`src/rtl/seq_arithmetic_unit.sv`:
```
// Registered N-bit arithmetic unit (add, subtract, iterative arithmetic shift right,
// optional iterative shift-add multiply) with a start/busy/done handshake. Define MUL_EN to build the multiplier.
module seq_arithmetic_unit #(
    parameter int N = 4
) (
    input  logic         clk,
    input  logic         rst,
    input  logic         start,
    input  logic [N-1:0] a,
    input  logic [N-1:0] b,
    input  logic [1:0]   select,
    output logic         busy,
    output logic         done,
    output logic [N-1:0] out,
    output logic [N-1:0] out_hi,
    output logic         cout,
    output logic         zero,
    output logic         negative,
    output logic         overflow
);

    localparam int SW = $clog2(N);
    localparam int CW = $clog2(N + 1);
`ifdef MUL_EN
    localparam int AW = 2 * N;
`else
    localparam int AW = N;
`endif

    typedef enum logic [1:0] {
        IDLE,
        EXEC_SHIFT,
        EXEC_MUL
    } state_t;

    state_t         state;
    state_t         state_next;
    logic [AW-1:0]  acc;
    logic [CW-1:0]  cnt;
    logic [N:0]     sum_ext;
    logic [N:0]     diff_ext;
    logic [SW-1:0]  shamt;
    logic [N-1:0]   shift_step;
    logic           accept;
    logic           wr_en;
    logic [N-1:0]   res_out;
    logic [N-1:0]   res_hi;
    logic           res_cout;
    logic           res_ovf;

`ifdef MUL_EN
    logic [N-1:0]   mcand;
    logic [N:0]     mul_sum;
    logic [AW-1:0]  mul_next;

    // Product register holds {partial high half, remaining multiplier bits}
    assign mul_sum  = {1'b0, acc[AW-1:N]} + (acc[0] ? {1'b0, mcand} : '0);
    assign mul_next = {mul_sum, acc[N-1:1]};
`endif

    assign shamt      = b[SW-1:0];
    assign busy       = (state != IDLE);
    assign accept     = start && (state == IDLE);
    assign sum_ext    = {1'b0, a} + {1'b0, b};
    assign diff_ext   = {1'b0, a} - {1'b0, b};
    assign shift_step = {acc[N-1], acc[N-1:1]};

    always_ff @(posedge clk or posedge rst) begin
        if (rst) begin
            state <= IDLE;
        end else begin
            state <= state_next;
        end
    end

    always_comb begin
        state_next = state;
        wr_en      = 1'b0;
        res_out    = '0;
        res_hi     = '0;
        res_cout   = 1'b0;
        res_ovf    = 1'b0;
        case (state)
            IDLE: begin
                if (start) begin
                    case (select)
                        2'b00: begin
                            wr_en    = 1'b1;
                            res_out  = sum_ext[N-1:0];
                            res_cout = sum_ext[N];
                            res_ovf  = (a[N-1] == b[N-1]) && (sum_ext[N-1] != a[N-1]);
                        end
                        2'b01: begin
                            wr_en    = 1'b1;
                            res_out  = diff_ext[N-1:0];
                            res_cout = ~diff_ext[N];
                            res_ovf  = (a[N-1] != b[N-1]) && (diff_ext[N-1] != a[N-1]);
                        end
                        2'b10: begin
                            if (shamt == '0) begin
                                wr_en   = 1'b1;
                                res_out = a;
                            end else begin
                                state_next = EXEC_SHIFT;
                            end
                        end
                        default: begin
`ifdef MUL_EN
                            state_next = EXEC_MUL;
`else
                            wr_en = 1'b1;
`endif
                        end
                    endcase
                end
            end
            EXEC_SHIFT: begin
                if (cnt == CW'(1)) begin
                    wr_en      = 1'b1;
                    res_out    = shift_step;
                    state_next = IDLE;
                end
            end
            EXEC_MUL: begin
`ifdef MUL_EN
                if (cnt == CW'(1)) begin
                    wr_en      = 1'b1;
                    res_out    = mul_next[N-1:0];
                    res_hi     = mul_next[AW-1:N];
                    res_ovf    = (mul_next[AW-1:N] != '0);
                    state_next = IDLE;
                end
`else
                state_next = IDLE;
`endif
            end
            default: state_next = IDLE;
        endcase
    end

    // Working register and iteration counter; operands are captured only on accept
    always_ff @(posedge clk or posedge rst) begin
        if (rst) begin
            acc <= '0;
            cnt <= '0;
`ifdef MUL_EN
            mcand <= '0;
`endif
        end else if (accept) begin
            if (select == 2'b10) begin
                acc <= AW'(a);
                cnt <= CW'(shamt);
            end
`ifdef MUL_EN
            else if (select == 2'b11) begin
                acc   <= AW'(b);
                mcand <= a;
                cnt   <= CW'(N);
            end
`endif
        end else if (state == EXEC_SHIFT) begin
            acc[N-1:0] <= shift_step;
            cnt        <= cnt - CW'(1);
        end
`ifdef MUL_EN
        else if (state == EXEC_MUL) begin
            acc <= mul_next;
            cnt <= cnt - CW'(1);
        end
`endif
    end

    always_ff @(posedge clk or posedge rst) begin
        if (rst) begin
            done     <= 1'b0;
            out      <= '0;
            out_hi   <= '0;
            cout     <= 1'b0;
            zero     <= 1'b0;
            negative <= 1'b0;
            overflow <= 1'b0;
        end else begin
            done <= wr_en;
            if (wr_en) begin
                out      <= res_out;
                out_hi   <= res_hi;
                cout     <= res_cout;
                zero     <= (res_out == '0);
                negative <= res_out[N-1];
                overflow <= res_ovf;
            end
        end
    end

endmodule

```
`config.mk`:
```
export PLATFORM = sky130hd
export DESIGN_NAME = seq_arithmetic_unit
export DESIGN_NICKNAME = d
export VERILOG_FILES = /design/src/rtl/seq_arithmetic_unit.sv
export SDC_FILE = /design/constraint.sdc
export NUM_CORES = 1
export LEC_CHECK = 0
export ABC_AREA = 1
export BUFFER_PORTS_ARGS = -buffer_cell sky130_fd_sc_hd__buf_2
export CAP_MARGIN = 25
export CELL_PAD_IN_SITES_DETAIL_PLACEMENT = 1
export CELL_PAD_IN_SITES_GLOBAL_PLACEMENT = 2
export CORE_ASPECT_RATIO = 0.5
export CORE_MARGIN = 10
export CORE_UTILIZATION = 29
export CTS_CLUSTER_DIAMETER = 100
export CTS_CLUSTER_SIZE = 12
export DETAILED_ROUTE_END_ITERATION = 16
export PLACE_DENSITY_LB_ADDON = 0.3
export SLEW_MARGIN = 40
export SYNTH_ARGS = -nofsm -noshare
export SYNTH_HDL_FRONTEND = slang
export SYNTH_SLANG_ARGS = --single-unit
```
`constraint.sdc`:
```
create_clock -name clk -period 1.5 [get_ports clk]
set_input_delay 0.075 -clock clk [delete_from_list [all_inputs] [get_ports clk]]
set_output_delay 0.075 -clock clk [all_outputs]
set_load 0.1 [all_outputs]
```
; ---- After elaboration in Yosys (flattened, before gate mapping)
; Index checks and enable logic that the tools add are counted.
; Widths: inputs -> output; s select.
[classes]
n_reduce_logical = 12
bitwise_logic = 1
n_eq_ne = 13
add_sub_neg = 3
n_mux = 27
[op_table]
columns = op, n
row1 = $mux 4, 5
row2 = $mux 3, 4
row3 = $pmux 4 s3, 1
row4 = $mux 1, 8
row5 = $mux 2, 4
row6 = $pmux 4 s2, 1
row7 = $logic_not 2->1, 3
row8 = $ne 2x2->1 const B, 3
row9 = $pmux 1 s2, 3
row10 = $add 4x4->5, 1
row11 = $sub 4x4->5, 1
row12 = $eq 2x1->1 const B, 2
row13 = $logic_not 4->1, 1
row14 = $ne 2x1->1 const B, 2
row15 = $pmux 2 s2, 1
row16 = $reduce_and 2->1, 2
row17 = $reduce_and 4->1, 1
row18 = $reduce_bool 2->1, 2
row19 = $eq 3x1->1 const B, 1
row20 = $logic_and 1x1->1, 3
row21 = $ne 1x1->1, 3
row22 = $sub 3x1->3 const B, 1
row23 = $eq 2x2->1 const B, 1
row24 = $eq 1x1->1, 1
row25 = $not 1->1, 1
[word_totals]
register_bits = 18
input_bits = 13

; ---- Depth between registers and ports, before layout
; Gate-level depths: netlist of the first run.
[logic_depth]
ltp_word = 6
depth_mapped = 12
mapped_depth_nobuf = 11

; ---- Least setup slack after synthesis of the first run
; No wires, ideal clock.
[synth_path]
path_type = register to register
start = register state[0]
end = register zero
t_arrival_ps = 1808
setup_slack_ps = -384
path_stages_with_launch = 7
n_path_buf = 0
period_less_slack_ps = 1884
path_cell_list = dfrtp_1 -> nand3_1 -> nand2_4 -> nand2_2 -> nor2_2 -> nand3_1 -> o21ai_1
[synth_between]
word_cells_on_any_way = 5
classes_between = eq/ne (1) / mux (2) / reduce/logical (2)
[synth_lines]
columns = element, line
row1 = from (decl), 36  ; state_t state;
row2 = from (signal assigned), 72  ; state <= state_next;
row3 = $eq 2x1->1 or $logic_not 2->1 (tied branches), 83  ; case (state)
row4 = $pmux 1 s2 *, 83
row5 = net wr_en, 45  ; logic wr_en;
row6 = to (signal assigned), 188  ; zero <= (res_out == '0);
row7 = to (decl), 17  ; output logic zero,
; Mark *: on every way through the listed nets, which the timed path passes. The rest lies on a longest branch.
; A chain may end at the register's enable or synchronous reset.

; ---- Worst setup path after layout of the first run
[layout_path]
start = register state[0]
end = register zero
[layout_between]
elab_chain_cells = 3
word_cells_on_any_way = 5
classes_between = eq/ne (1) / mux (2) / reduce/logical (2)
[layout_lines]
columns = element, line
row1 = $eq 2x1->1 or $logic_not 2->1 (tied branches), 83
row2 = $pmux 4 s2, 83
row3 = $logic_not 4->1, 188
; Several ways; a longest one is shown, not always the timed one.

==> summary.md, run 1 <==
For this run, design rule violations remaining after detail routing come to 0. After synthesis, flip-flops and latches occupy 30.5% of the total area. Data on the critical path is required at its endpoint by 1.64 ns. TritonCTS built the clock tree. The run finished with clean final reports.

Setup violations remaining at the end of the flow were counted as 0. The synthesized design contains 15 register bits. The total count of hold-check failures in the final report is 0, and the maximum fanout along the worst path is 8. Counting I/O delays and the setup requirement, the final critical path takes 1.44 ns. The die covers 7410 um^2. The routed layout has 1,251 vias. The xor and xnor area share after synthesis is 0.711%. In the post-synthesis netlist, the cell with the most instances is sky130_fd_sc_hd__nand2_1. Dividing the detail-routed via count by the number of cells gives 4.53. The worst setup path is launched from a flip-flop.

Leading area contributor after synthesis: sky130_fd_sc_hd__dfrtp_1. In the synthesized netlist, the number of instances is 178. After synthesis, the most frequently instantiated cells are 45 x sky130_fd_sc_hd__nand2_1, 27 x sky130_fd_sc_hd__inv_1, 18 x sky130_fd_sc_hd__nand3_1, 18 x sky130_fd_sc_hd__nor2_1, 15 x sky130_fd_sc_hd__dfrtp_1.

The later pin in the worst-skew pair is clocked with a latency of 0.25 ns. For this run, asynchronously set or reset flops after synthesis account for 100%. Total clock buffers created by CTS: 3. The run gives 0 as the number of inserted diodes.

Across the run, the number of max-cap violations was 0. For the post-layout instance area, the log shows 1630 um^2. The run gives 55 as the violation count after the first detailed-route iteration. In this run, distinct cell masters in the synthesized netlist total 23. For the worst setup path, the data arrival time is 1.58 ns. Headroom to the max-slew limit came out at 62.3%.

The worst hold path begins at a[2]. The tools report the remaining global-route overflow as 0. At the end of routability-driven placement, the weighted congestion stood at 0.767. Total power for the finished layout comes to 2.96 mW. After Yosys synthesis, and, or, nand and nor cells account for 33.4% of the synthesized area. The type of element capturing the critical path is a flip-flop. The number of H-tree levels was 1. The synthesized netlist devotes 8.54% of its cell area to compound gates. In the final design database the tool counted 248 nets.

The die is 112 um wide. Derived from the worst setup path, the maximum achievable clock frequency is 696 MHz. In this run the cell area measured after placement is 1510 um^2.

The top cell type by area accounts for 30.5% of the synthesized area. The run gives 1230 um^2 as the area of the mapped netlist. Prior to clock tree synthesis, the placed netlist has a worst setup slack of -0.179 ns. The number of port buffers was 22; the clock skew was 0.00234 ns.

In this run the deepest clock path goes through 2 buffers. The power per cell area works out to 1820 nW/um^2. For the initial core utilization, the log shows 30.8%. The sum of net half-perimeters after detailed placement is 3070 um. In this run the vertical extent of the chip is 66.1 um. The most used flip-flop cell after synthesis is sky130_fd_sc_hd__dfrtp_1. The worst register-to-register path begins at state[0].

The length of the first detailed-routing pass in iterations is 4, and the final count of pins violating max slew is 0. The critical path class is flip-flop to flip-flop. Layout overhead on the synthesized area: 32.0%. The final worst-path setup slack came out at 0.0640 ns. The tree is rooted in a sky130_fd_sc_hd__clkbuf_8.

In this run the worst setup path begins at state[0]. The ratio of cells with drive above 1 in the final layout was 31.1%; the synthesis warning total was 0. The number of antenna violations at the first check in global routing is 0, and the count of boundary I/O pins is 27. The region available for standard cell placement spans 4000 um^2. The via count of the first global-routing pass was 1,265; the global routing usage summed across all routing layers was 9.79%.

The tools report the leakage power total as 0.902 nW. By area the synthesized netlist is led by sky130_fd_sc_hd__dfrtp_1 30%, sky130_fd_sc_hd__nand2_1 14%, sky130_fd_sc_hd__ha_1 10%, sky130_fd_sc_hd__inv_1 8.2%, sky130_fd_sc_hd__nand3_1 7.3%. The slew at the pin with the worst max-slew slack works out to 0.566 ns.

The worst path uses 95.7% of the clock period. The run gives 6020 um as the global-route wire length before repair. The average wire per standard cell was 13.5 um; the cell row count was 16. The clock-pin slew of the registers on the worst-case setup and hold paths is 0.06 ns. The final wirelength is 3720 um, and the fraction of the mapped netlist area in adder cells is 13.4%.

The remaining antenna violation count after routing is 0, and the clock sink count is 15. The worst hold path belongs to the class primary input to flip-flop. Number of enable-type register cells in the synthesized netlist: 0. The multiplexer share of the synthesized area came out at 0%. Entering global routing, the biggest net connects 16 pins. Across the VDD grid, the largest voltage drop is 627 uV. By area, the combinational part of the netlist is dominated by simple AND/OR/NAND/NOR gates. In this run the mean area of a mapped cell was 6.92 um^2. For the post-layout utilization of the core, the log shows 40.6%.
-- layout by cell type (no fill, tap or decap) --
| cell | synthesis | layout |
|---|---|---|
| sky130_fd_sc_hd__conb_1 | 1 | 4 |
| sky130_fd_sc_hd__nor2_4 | 1 | 2 |
| sky130_fd_sc_hd__inv_2 | 4 | 3 |
| sky130_fd_sc_hd__nand3_1 | 18 | 17 |
| sky130_fd_sc_hd__a31o_2 | 1 | 1 |
| sky130_fd_sc_hd__dlygate4sd3_1 | 0 | 1 |
| sky130_fd_sc_hd__nor2_2 | 3 | 3 |
| sky130_fd_sc_hd__ha_2 | 0 | 2 |
| sky130_fd_sc_hd__xor2_1 | 1 | 1 |
| sky130_fd_sc_hd__ha_1 | 10 | 8 |
| sky130_fd_sc_hd__nand2_1 | 45 | 45 |
| sky130_fd_sc_hd__dfrtp_4 | 0 | 1 |
| sky130_fd_sc_hd__a31oi_1 | 1 | 1 |
| sky130_fd_sc_hd__nand2_4 | 1 | 3 |
| sky130_fd_sc_hd__buf_4 | 6 | 20 |
| sky130_fd_sc_hd__o211ai_1 | 2 | 2 |
| sky130_fd_sc_hd__inv_1 | 27 | 27 |
| sky130_fd_sc_hd__clkbuf_8 | 0 | 3 |
| sky130_fd_sc_hd__o21ai_0 | 7 | 7 |
| sky130_fd_sc_hd__inv_4 | 0 | 1 |
| sky130_fd_sc_hd__clkbuf_1 | 0 | 1 |
| sky130_fd_sc_hd__buf_2 | 0 | 22 |
| sky130_fd_sc_hd__a21oi_2 | 0 | 3 |
| sky130_fd_sc_hd__nand3_2 | 0 | 1 |
| sky130_fd_sc_hd__nand4_1 | 1 | 1 |
| sky130_fd_sc_hd__dfrtp_1 | 15 | 14 |
| sky130_fd_sc_hd__or2_2 | 1 | 1 |
| sky130_fd_sc_hd__o21ai_1 | 1 | 1 |
| sky130_fd_sc_hd__nand2_2 | 5 | 3 |
| sky130_fd_sc_hd__nor2_1 | 18 | 17 |
| sky130_fd_sc_hd__a21oi_1 | 7 | 4 |
| sky130_fd_sc_hd__fa_1 | 2 | 2 |
-- final cells by class --
cell class              count  area (um^2)
fillers                   536         2380
inverters                  31          119
clock buffers               4         45.0
multi-input cells         129          744
well taps                  54         67.6
flip-flops and latches     15          379
repair buffers             43          270
-- sequential cells by signal, summed over array words and instances, names as in the netlist --
signal and count:
acc 3, cnt 3, cout 1, done 1, out 4, overflow 1, state 1, zero 1
-- stage by stage --
| step | cells | hold slack, ns | TNS (ns) |
|---|---|---|---|
| floorplan | 181 | -0.0235 | 0 |
| global placement | 268 | 0.161 | -0.318 |
| detailed placement | 268 | 0.162 | -0.479 |
| CTS | 273 | 0.237 | 0 |
| global route | 276 | 0.268 | -0.0515 |
| finish | 276 | 0.252 | 0 |
-- path summary, 6_finish.rpt --
check                            to  slack [ns]  cells past startpoint
max in group asynchronous  state[0]        0.66                      3
min                          acc[2]        0.25                      4
min in group asynchronous    out[3]        0.42                      3
max                            zero        0.06                      7
min reg2reg                  out[2]        0.48                      2
max reg2reg                    zero        0.06                      7
-- power breakdown --
| part | switching (mW) | total [mW] | leakage [nW] | internal (mW) |
|---|---|---|---|---|
| Sequential | 0.115 | 0.712 | 0.184 | 0.597 |
| Combinational | 1.48 | 1.91 | 0.696 | 0.426 |
| Clock | 0.145 | 0.334 | 0.0228 | 0.188 |
| Total | 1.74 | 2.96 | 0.902 | 1.21 |
-- worst max-delay path, stage by stage, from the launching register on --
cell	delay, ns
sky130_fd_sc_hd__dfrtp_4	0.52
sky130_fd_sc_hd__inv_4	0.08
sky130_fd_sc_hd__nand2_2	0.08
sky130_fd_sc_hd__buf_4	0.17
sky130_fd_sc_hd__a21oi_1	0.27
sky130_fd_sc_hd__nor2_4	0.06
sky130_fd_sc_hd__nand3_1	0.09
sky130_fd_sc_hd__o21ai_1	0.06
-- routing by layer --
metal  track usage (%)  share of wire, %  up-vias
met2              15.8                46       22
met1              13.0                48      592
li1                  -                 -      632
met5                 0                 0        -
met3              1.36               3.8        5
met4              3.77               1.4        0
-- what timing repair did --
item	4_1_cts	5_1_grt
pin swaps	0	5
setup buffers	0	3
cloned	0	0
endpoints found under the setup margin	1	4
resized for setup	1	10
hold buffers	1	0
endpoints found under the hold margin	15	0
-- logic make-up after synthesis --
logic type,count (synthesis)
AO/OA/AOI/OAI,19
XOR/XNOR,1
adder cells (fa/ha/maj),12
buffers and inverters,37
flip-flops,15
other,1
AND/OR/NAND/NOR,93
Note: power is estimated with default switching activity, not from simulation.
==> inputs of run 2 (changes only) <==
--- a/config.mk
+++ b/config.mk
@@ -17,6 +17,7 @@
 export CTS_CLUSTER_SIZE = 12
 export DETAILED_ROUTE_END_ITERATION = 16
 export PLACE_DENSITY_LB_ADDON = 0.3
+export SETUP_SLACK_MARGIN = 0.1
 export SLEW_MARGIN = 40
 export SYNTH_ARGS = -nofsm -noshare
 export SYNTH_HDL_FRONTEND = slang
==> summary.md, run 2 (synthesized netlist as in run 1, its figures left out) <==
The run finished with clean final reports. For the count of boundary I/O pins, the log shows 27 (unchanged). More flip-flops sit in one register than any other, and that register is out. The buffer type at the clock tree root is sky130_fd_sc_hd__clkbuf_8. The critical path is of the flip-flop to flip-flop type.

The tools report the area of the core region as 4000 um^2 (unchanged). The flip-flop count of the largest register, all copies and words added is 4 (unchanged), and the average wire per standard cell is 12.6 um (-6.7%). The final count of pins violating max slew was 0 (unchanged); the normalized max-slew margin was 61.9% (-0.39 points). The cell row count is 16 (unchanged). The run gives 738 MHz (+5.9%) as the highest achievable clock rate. From synthesis to final layout, the design area changed by 39.7%. The delay of the slowest critical-path stage is 0.52 ns (about the same). The horizontal die dimension was 112 um (unchanged); the required arrival time at the worst endpoint was 1.64 ns (about the same). The total clock buffers created by CTS came out at 3 (unchanged). Maximum fanout along the worst path: 7 (-1).

The remaining global-route overflow was 0 (unchanged). TritonCTS built the clock tree. In this run the critical register-to-register path is captured at zero. Clock insertion delay at the later pin of the skew report: 0.25 ns (about the same).

The logic depth of the worst setup path including buffers was 8 (+1). The internal reg-to-reg setup slack is 0.14 ns (+0.08 ns). The run gives 666 uV (+6.2%) as the largest voltage drop on the vdd net.

Startpoint of the lowest-slack register-to-register path: state[0]. The number of endpoints failing setup at the final stage is 0 (unchanged). For the number of vias after detailed routing, the log shows 1,249 (-0.16%). The number of stages on the worst hold path came out at 4 (unchanged). The family with the most delay on the worst path was flip-flops. In the final layout, the registers with the most flip-flops are out: 4 flops, acc: 3 flops, cnt: 3 flops.

Post-layout minimum cycle time: 1.36 ns (-0.0806 ns). The logs give 0 (unchanged) for the number of maximum-capacitance constraint violations and 3010 um (-1.9%) for the sum of net half-perimeters after detailed placement. The post-route DRC violation count came out at 0 (unchanged). Setup repair after global routing could not meet its margin everywhere.

The height of the die is 66.1 um (unchanged). On the critical path, the stage with the largest delay is an instance of sky130_fd_sc_hd__dfrtp_4. The violation count after the first detailed-route iteration was 10 (-82%). The ratio of cells with drive above 1 in the final layout is 34.1% (+3.0 points), and the number of port buffers is 22 (unchanged).

The length of the first detailed-routing pass in iterations is 4 (unchanged), and the final total negative setup slack is 0 ns (unchanged). The tools report the via count of the first global-routing pass as 1,244 (-1.7%). The run gives 1 (unchanged) as the number of H-tree levels. In the layout the commonest cells are 43 x sky130_fd_sc_hd__nand2_1, 26 x sky130_fd_sc_hd__inv_1, 23 x sky130_fd_sc_hd__buf_4, 20 x sky130_fd_sc_hd__buf_2, 18 x sky130_fd_sc_hd__nor2_1. The logs give 30.8% (unchanged) for the initial core utilization and 16 (unchanged) for the largest net degree at the start of global routing. Walking the worst path, the cells encountered are inv_6 > nand2_8 > a21oi_2 > inv_1 > nor2_1 > nor2_1 > nand3_1 > o21ai_1. The post-layout instance area was 1720 um^2 (+5.9%); the part of the cycle the worst path needs was 90.4% (-5.4 points). The library cell appearing most often on the critical path is sky130_fd_sc_hd__nor2_1.

Clock-pin slew of the registers on the worst-case setup and hold paths: 0.06 ns (about the same). The final wirelength is 3520 um (-5.3%), and the layout net count is 252 (+1.6%). For the remaining antenna violation count after routing, the log shows 0 (unchanged). The number of inserted diodes is 0 (unchanged). The path class of the tightest hold or removal check is primary input to flip-flop. The number of buffer and inverter stages on the critical path was 2 (unchanged).

The clock sink count was 15 (unchanged). The type of element capturing the critical path was a flip-flop. The cell area after placement was 1530 um^2 (+1.2%).

For the buffer levels on the longest clock path, the log shows 2 (unchanged). The worst hold margin came out at 0.236 ns (-0.0161 ns). The arrival time of data at the critical path endpoint is 1.49 ns (-0.09 ns). Power per cell area: 1730 nW/um^2 (-4.7%). Global-route wire length before repair: 5820 um (-3.3%).

The run gives 0 (unchanged) as the number of antenna violations at the first check in global routing. Placer congestion estimate: 0.781 (+1.8%). The global routing usage summed across all routing layers was 9.43% (-0.36 points); the depth of the worst register-to-register path was 8 (+1). The tools report the leakage power total as 0.936 nW (+3.8%). In this run the worst setup path begins at state[0]. Nature of the critical path startpoint: a flip-flop.

In this run the worst setup path terminates at zero. The post-layout utilization of the core is 43.0% (+2.4 points). Clock skew: 0.00406 ns (+0.00172 ns). The floorplan die area is 7410 um^2 (unchanged). The library cell used most frequently in the layout, excluding fill and tap cells, is sky130_fd_sc_hd__nand2_1. The slew at the pin with the worst max-slew slack works out to 0.571 ns (+0.00577 ns).

The detail-routed via count per cell was 4.46 (-1.6%). The total count of hold-check failures in the final report came out at 0 (unchanged).
==> run 2: worst register-to-register path, delay by kind of cell, from the launching register on <==
| family | cells | cell delay, ns |
|---|---|---|
| AOI/OAI and AO/OA | 2 | 0.22 |
| buffers and inverters | 2 | 0.16 |
| DFF | 1 | 0.52 |
| and+or+nand+nor | 4 | 0.34 |
==> run 2: area by class of cell <==
| cell class | count | area, um^2 |
|---|---|---|
| clock buffers | 3 | 41.3 |
| clock inverters | 1 | 5.00 |
| fillers | 525 | 2280 |
| inverters | 31 | 129 |
| multi-input cells | 130 | 788 |
| flip-flops and latches | 15 | 380 |
| well taps | 54 | 67.6 |
| repair buffers | 46 | 309 |
==> run 2: report_power, final <==
part	switching (mW)	total (mW)	internal, mW
logic	1.49	1.94	0.459
clock network	0.142	0.326	0.184
registers	0.114	0.714	0.599
total	1.74	2.98	1.24
==> run 2: layer usage <==
layer	GRT usage [%]	wire length, um
met5	0	0
met4	4.25	41
met3	1.45	114
met2	14.9	1550
met1	12.5	1820
==> run 2: repair_timing <==
item | 4_1_cts | 5_1_grt
hold buffers | 1 | 0
gates resized for setup | 5 | 16
endpoints found under the hold margin | 15 | 0
setup buffers | 0 | 7
endpoints found under the setup margin | 1 | 8
pin swaps | 1 | 11
gates cloned | 0 | 1
==> run 2: worst min path at each step <==
stage,from,end,slack (ns)
global placement,rst,state[0],0.16
finish,a[2],acc[2],0.24
floorplan,rst,acc[1],-0.02
CTS,start,acc[1],0.23
detailed placement,rst,cnt[2],0.16
global route,a[2],acc[2],0.25
==> run 2: per-stage QoR <==
step	total power, mW	setup slack [ns]	std cells
finish	2.98	0.145	280
global route	3.21	0.0120	280
CTS	2.90	0.101	272
detailed placement	2.53	-0.175	267
global placement	2.50	-0.127	267
floorplan	2.18	0.0921	181
==> inputs of run 3 (changes only) <==
--- a/config.mk
+++ b/config.mk
@@ -5,14 +5,13 @@
 export SDC_FILE = /design/constraint.sdc
 export NUM_CORES = 1
 export LEC_CHECK = 0
-export ABC_AREA = 1
 export BUFFER_PORTS_ARGS = -buffer_cell sky130_fd_sc_hd__buf_2
 export CAP_MARGIN = 25
 export CELL_PAD_IN_SITES_DETAIL_PLACEMENT = 1
 export CELL_PAD_IN_SITES_GLOBAL_PLACEMENT = 2
 export CORE_ASPECT_RATIO = 0.5
 export CORE_MARGIN = 10
-export CORE_UTILIZATION = 29
+export CORE_UTILIZATION = 31
 export CTS_CLUSTER_DIAMETER = 100
 export CTS_CLUSTER_SIZE = 12
 export DETAILED_ROUTE_END_ITERATION = 16
==> summary.md, run 3 <==
The flow ran to the end, but the final reports show violations. The final reports fail on negative setup slack. The internal reg-to-reg setup slack is -0.11 ns (-0.25 ns), and the height of the die is 62.9 um (-4.8%). The tools report the number of H-tree levels as 1 (unchanged).

The via count of the first global-routing pass is 1,134 (-8.8%). The average footprint of a synthesized cell is 8.99 um^2 (+30%). The sum of net half-perimeters after detailed placement is 2870 um (-4.5%), and the initial core utilization is 32.7% (+2.0 points).

The cell count after synthesis is 127 (-29%). The run gives 4 (unchanged) as the length of the first detailed-routing pass in iterations. The total clock buffers created by CTS came out at 3 (unchanged). The run gives 1740 um^2 (+1.3%) as the post-layout instance area. The number of vias after detailed routing is 1,098 (-12%), and the number of inserted diodes is 0 (unchanged). The run gives 1.75 ns (+0.26 ns) as the arrival time of data at the critical path endpoint. Area of the core region: 3490 um^2 (-13%). The distinct cell type count after synthesis came out at 49 (+110%).

The final worst-path setup slack is -0.106 ns (-0.251 ns), and the floorplan die area is 6660 um^2 (-10%). The tools report the remaining antenna violation count after routing as 0 (unchanged). Startpoint of the lowest-slack register-to-register path: state[0]. The number of antenna violations at the first check in global routing came out at 0 (unchanged). In this run the critical register-to-register path is captured at zero. For the largest net degree at the start of global routing, the log shows 16 (unchanged). From synthesis to final layout, the design area changed by 52.6%. The remaining global-route overflow is 0 (unchanged), and the global-route wire length before repair is 5600 um (-3.8%). The run gives 3510 um (-0.37%) as the final wirelength. Ranked by instance count, the synthesized netlist is headed by 15 x sky130_fd_sc_hd__dfrtp_1, 11 x sky130_fd_sc_hd__inv_1, 11 x sky130_fd_sc_hd__nand2_1, 10 x sky130_fd_sc_hd__ha_1, 10 x sky130_fd_sc_hd__nor2_1. The number of enable-type register cells in the synthesized netlist works out to 0 (unchanged).

The most common library cell in the layout ignoring fill and taps is sky130_fd_sc_hd__buf_4. The buffer levels on the longest clock path was 2 (unchanged); the total of flip-flops plus latches after synthesis was 15 (unchanged). The logs give 211 (-16%) for the layout net count and 0 (unchanged) for the number of maximum-capacitance constraint violations. The tools report the launch point of the critical path as state[0].

Following the worst setup path forward leads to its endpoint at zero. Placement-stage worst setup slack: -0.360 ns (-0.185 ns). The largest voltage drop on the vdd net was 528 uV (-21%); the final count of pins violating max slew was 0 (unchanged).

The tools report the nature of the critical path startpoint as a flip-flop. out holds more flip-flops than any other register. The total power was 3.18 mW (+6.5%); the ratio of cells with drive above 1 in the final layout was 49.2% (+15 points). The power per cell area is 1820 nW/um^2 (+5.1%). The most used flip-flop cell after synthesis is sky130_fd_sc_hd__dfrtp_1. Horizontal die dimension: 106 um (-5.6%). The clock skew is 0.00519 ns (+0.00113 ns).

The largest registers in the layout are out: 4 flops, acc: 3 flops, cnt: 3 flops. The post-layout minimum cycle time works out to 1.61 ns (+0.251 ns). The average wire per standard cell is 14.9 um (+18%).

The top cell types in the final layout, fill and taps aside, are 33 x sky130_fd_sc_hd__buf_4, 22 x sky130_fd_sc_hd__buf_2, 12 x sky130_fd_sc_hd__dfrtp_1, 10 x sky130_fd_sc_hd__nand2_1, 9 x sky130_fd_sc_hd__inv_1. TritonCTS built the clock tree. In this run the worst hold path is classified as primary input to flip-flop. Post-layout utilization of the core: 49.9% (+7.0 points). The critical path class was flip-flop to flip-flop. For the placer congestion estimate, the log shows 0.774 (-0.79%).

The startpoint identified for the worst hold timing path is select[1]. Setup repair after global routing could not meet its margin everywhere. The clock sink count was 15 (unchanged); the number of fill cells in the layout was 428 (-18%).

The run gives 1590 um^2 (+4.0%) as the cell area after placement. The detail-routed via count per cell was 4.65 (+4.3%). The maximum fanout along the worst path was 3 (-4); the part of the cycle the worst path needs was 107% (+17 points). The top-area cell type share of the netlist area came out at 32.9% (+2.4 points). The slew at the pin with the worst max-slew slack was 0.593 ns (+0.0216 ns); the leakage power total was 0.859 nW (-8.2%).

The logs give 1.64 ns (about the same) for the required arrival time at the worst endpoint and 10.2% (+0.77 points) for the global routing usage summed across all routing layers. The area of the mapped netlist came out at 1140 um^2 (-7.2%). The async set-or-reset flop fraction in the synthesized netlist is 100% (unchanged). The run gives 0 (unchanged) as the total count of hold-check failures in the final report. The count of boundary I/O pins was 27 (unchanged). The violation count after the first detailed-route iteration was 30 (+20). The highest achievable clock rate is 623 MHz (-16%), and the synthesis warning total is 0 (unchanged). The leading area contributor after synthesis was sky130_fd_sc_hd__dfrtp_1.

The run gives 60.4% (-1.4 points) as the normalized max-slew margin. Clock insertion delay at the later pin of the skew report: 0.25 ns (about the same). The flip-flop count of the largest register, all copies and words added is 4 (unchanged). STA classifies the critical path endpoint as a flip-flop. The number of endpoints failing setup at the final stage was 4 (+4).

Ranked by total cell area, the synthesized netlist is headed by sky130_fd_sc_hd__dfrtp_1 33%, sky130_fd_sc_hd__ha_1 11%, sky130_fd_sc_hd__inv_1 3.6%, sky130_fd_sc_hd__nand2_1 3.6%, sky130_fd_sc_hd__fa_1 3.5%. The cell row count was 15 (-1). The clock-pin slew of the registers on the worst-case setup and hold paths came out at 0.06 ns (about the same). The depth of the worst register-to-register path was 5 (-3). The number of port buffers came out at 22 (unchanged). Buffer type at the clock tree root: sky130_fd_sc_hd__clkbuf_8. Most instantiated library cell after synthesis: sky130_fd_sc_hd__dfrtp_1.

The sequential element share of the synthesized area was 32.9% (+2.4 points); the post-route DRC violation count was 0 (unchanged).
run 3: cell types whose count changed after synthesis, moves of 3 or more:
cell and change:
sky130_fd_sc_hd__nand2b_1 +3, sky130_fd_sc_hd__nor3_1 +5, sky130_fd_sc_hd__nand3_1 -17, sky130_fd_sc_hd__nor2_1 -8, sky130_fd_sc_hd__nor2_2 -3, sky130_fd_sc_hd__nand2_1 -34
sky130_fd_sc_hd__xnor2_1 +3, sky130_fd_sc_hd__nor2b_1 +3, sky130_fd_sc_hd__inv_2 -3, sky130_fd_sc_hd__nand2_2 -5, sky130_fd_sc_hd__inv_1 -16, sky130_fd_sc_hd__o21ai_0 -4
run 3: stage by stage:
stage / TNS (ns) / hold WS, ns / cells
final: -0.294 / 0.211 / 236
after global routing: -0.638 / 0.227 / 236
after floorplan: -0.378 / -0.0236 / 130
after global placement: -1.23 / 0.162 / 228
after CTS: -0.407 / 0.204 / 234
after detailed placement: -1.52 / 0.164 / 228
run 3: area by class of cell:
type	instances	area, um^2	share of cell area (%)
Multi-Input combinational cell	95	796	45.7
Timing Repair Buffer	59	410	23.5
Sequential cell	15	382	21.9
Tap cell	51	63.8	3.66
Inverter	12	45.0	2.58
Clock buffer	3	41.3	2.37
Clock inverter	1	5.00	0.287
run 3: cells by family after synthesis:
kind of cell	after synthesis	synth area share [%]
and+or+nand+nor	42	18.5
adders and majority gates	12	14.5
xor gates and xnor gates	5	3.83
muxes	2	1.86
AOI/OAI and AO/OA	30	19.8
other	1	0.328
buffers and inverters	20	8.32
DFF	15	32.9
run 3: how the worst min path moves through the flow:
stage          endpoint  slack, ns  depth (start not counted)
4_1_cts            cout       0.20                          3
2_1_floorplan    acc[1]      -0.02                          1
6_report           cout       0.21                          3
3_3_place_gp     cnt[2]       0.16                          2
3_5_place_dp     cnt[2]       0.16                          2
5_1_grt            cout       0.23                          3
run 3: critical path, stage by stage, from the launching register on:
cell and delay, ns:
sky130_fd_sc_hd__dfrtp_4 0.48, sky130_fd_sc_hd__or3b_4 0.39, sky130_fd_sc_hd__or2_4 0.25, sky130_fd_sc_hd__o41ai_4 0.06, sky130_fd_sc_hd__nor3_2 0.08, sky130_fd_sc_hd__a32o_1 0.24
run 3: routing by layer:
metal / vias up / wire length [um] / global-route usage [%]
met2: 20 / 1560 / 15.3
met1: 524 / 1780 / 13.8
met5: - / 0 / 0
met4: 0 / 57 / 5.20
met3: 4 / 111 / 1.34
li1: 550 / - / -
run 3: timing repair:
action,4_1_cts,5_1_grt
setup buffers,1,2
hold buffers,1,0
resized for setup,4,14
hold endpoints to repair,15,0
pin swaps,4,7
endpoints found under the setup margin,7,7
run 3: power breakdown:
part           leakage [nW]  switching [mW]  internal [mW]
combinational         0.651            1.48          0.638
sequential            0.183           0.125          0.606
clock                0.0255           0.145          0.184
total                 0.859            1.75           1.43
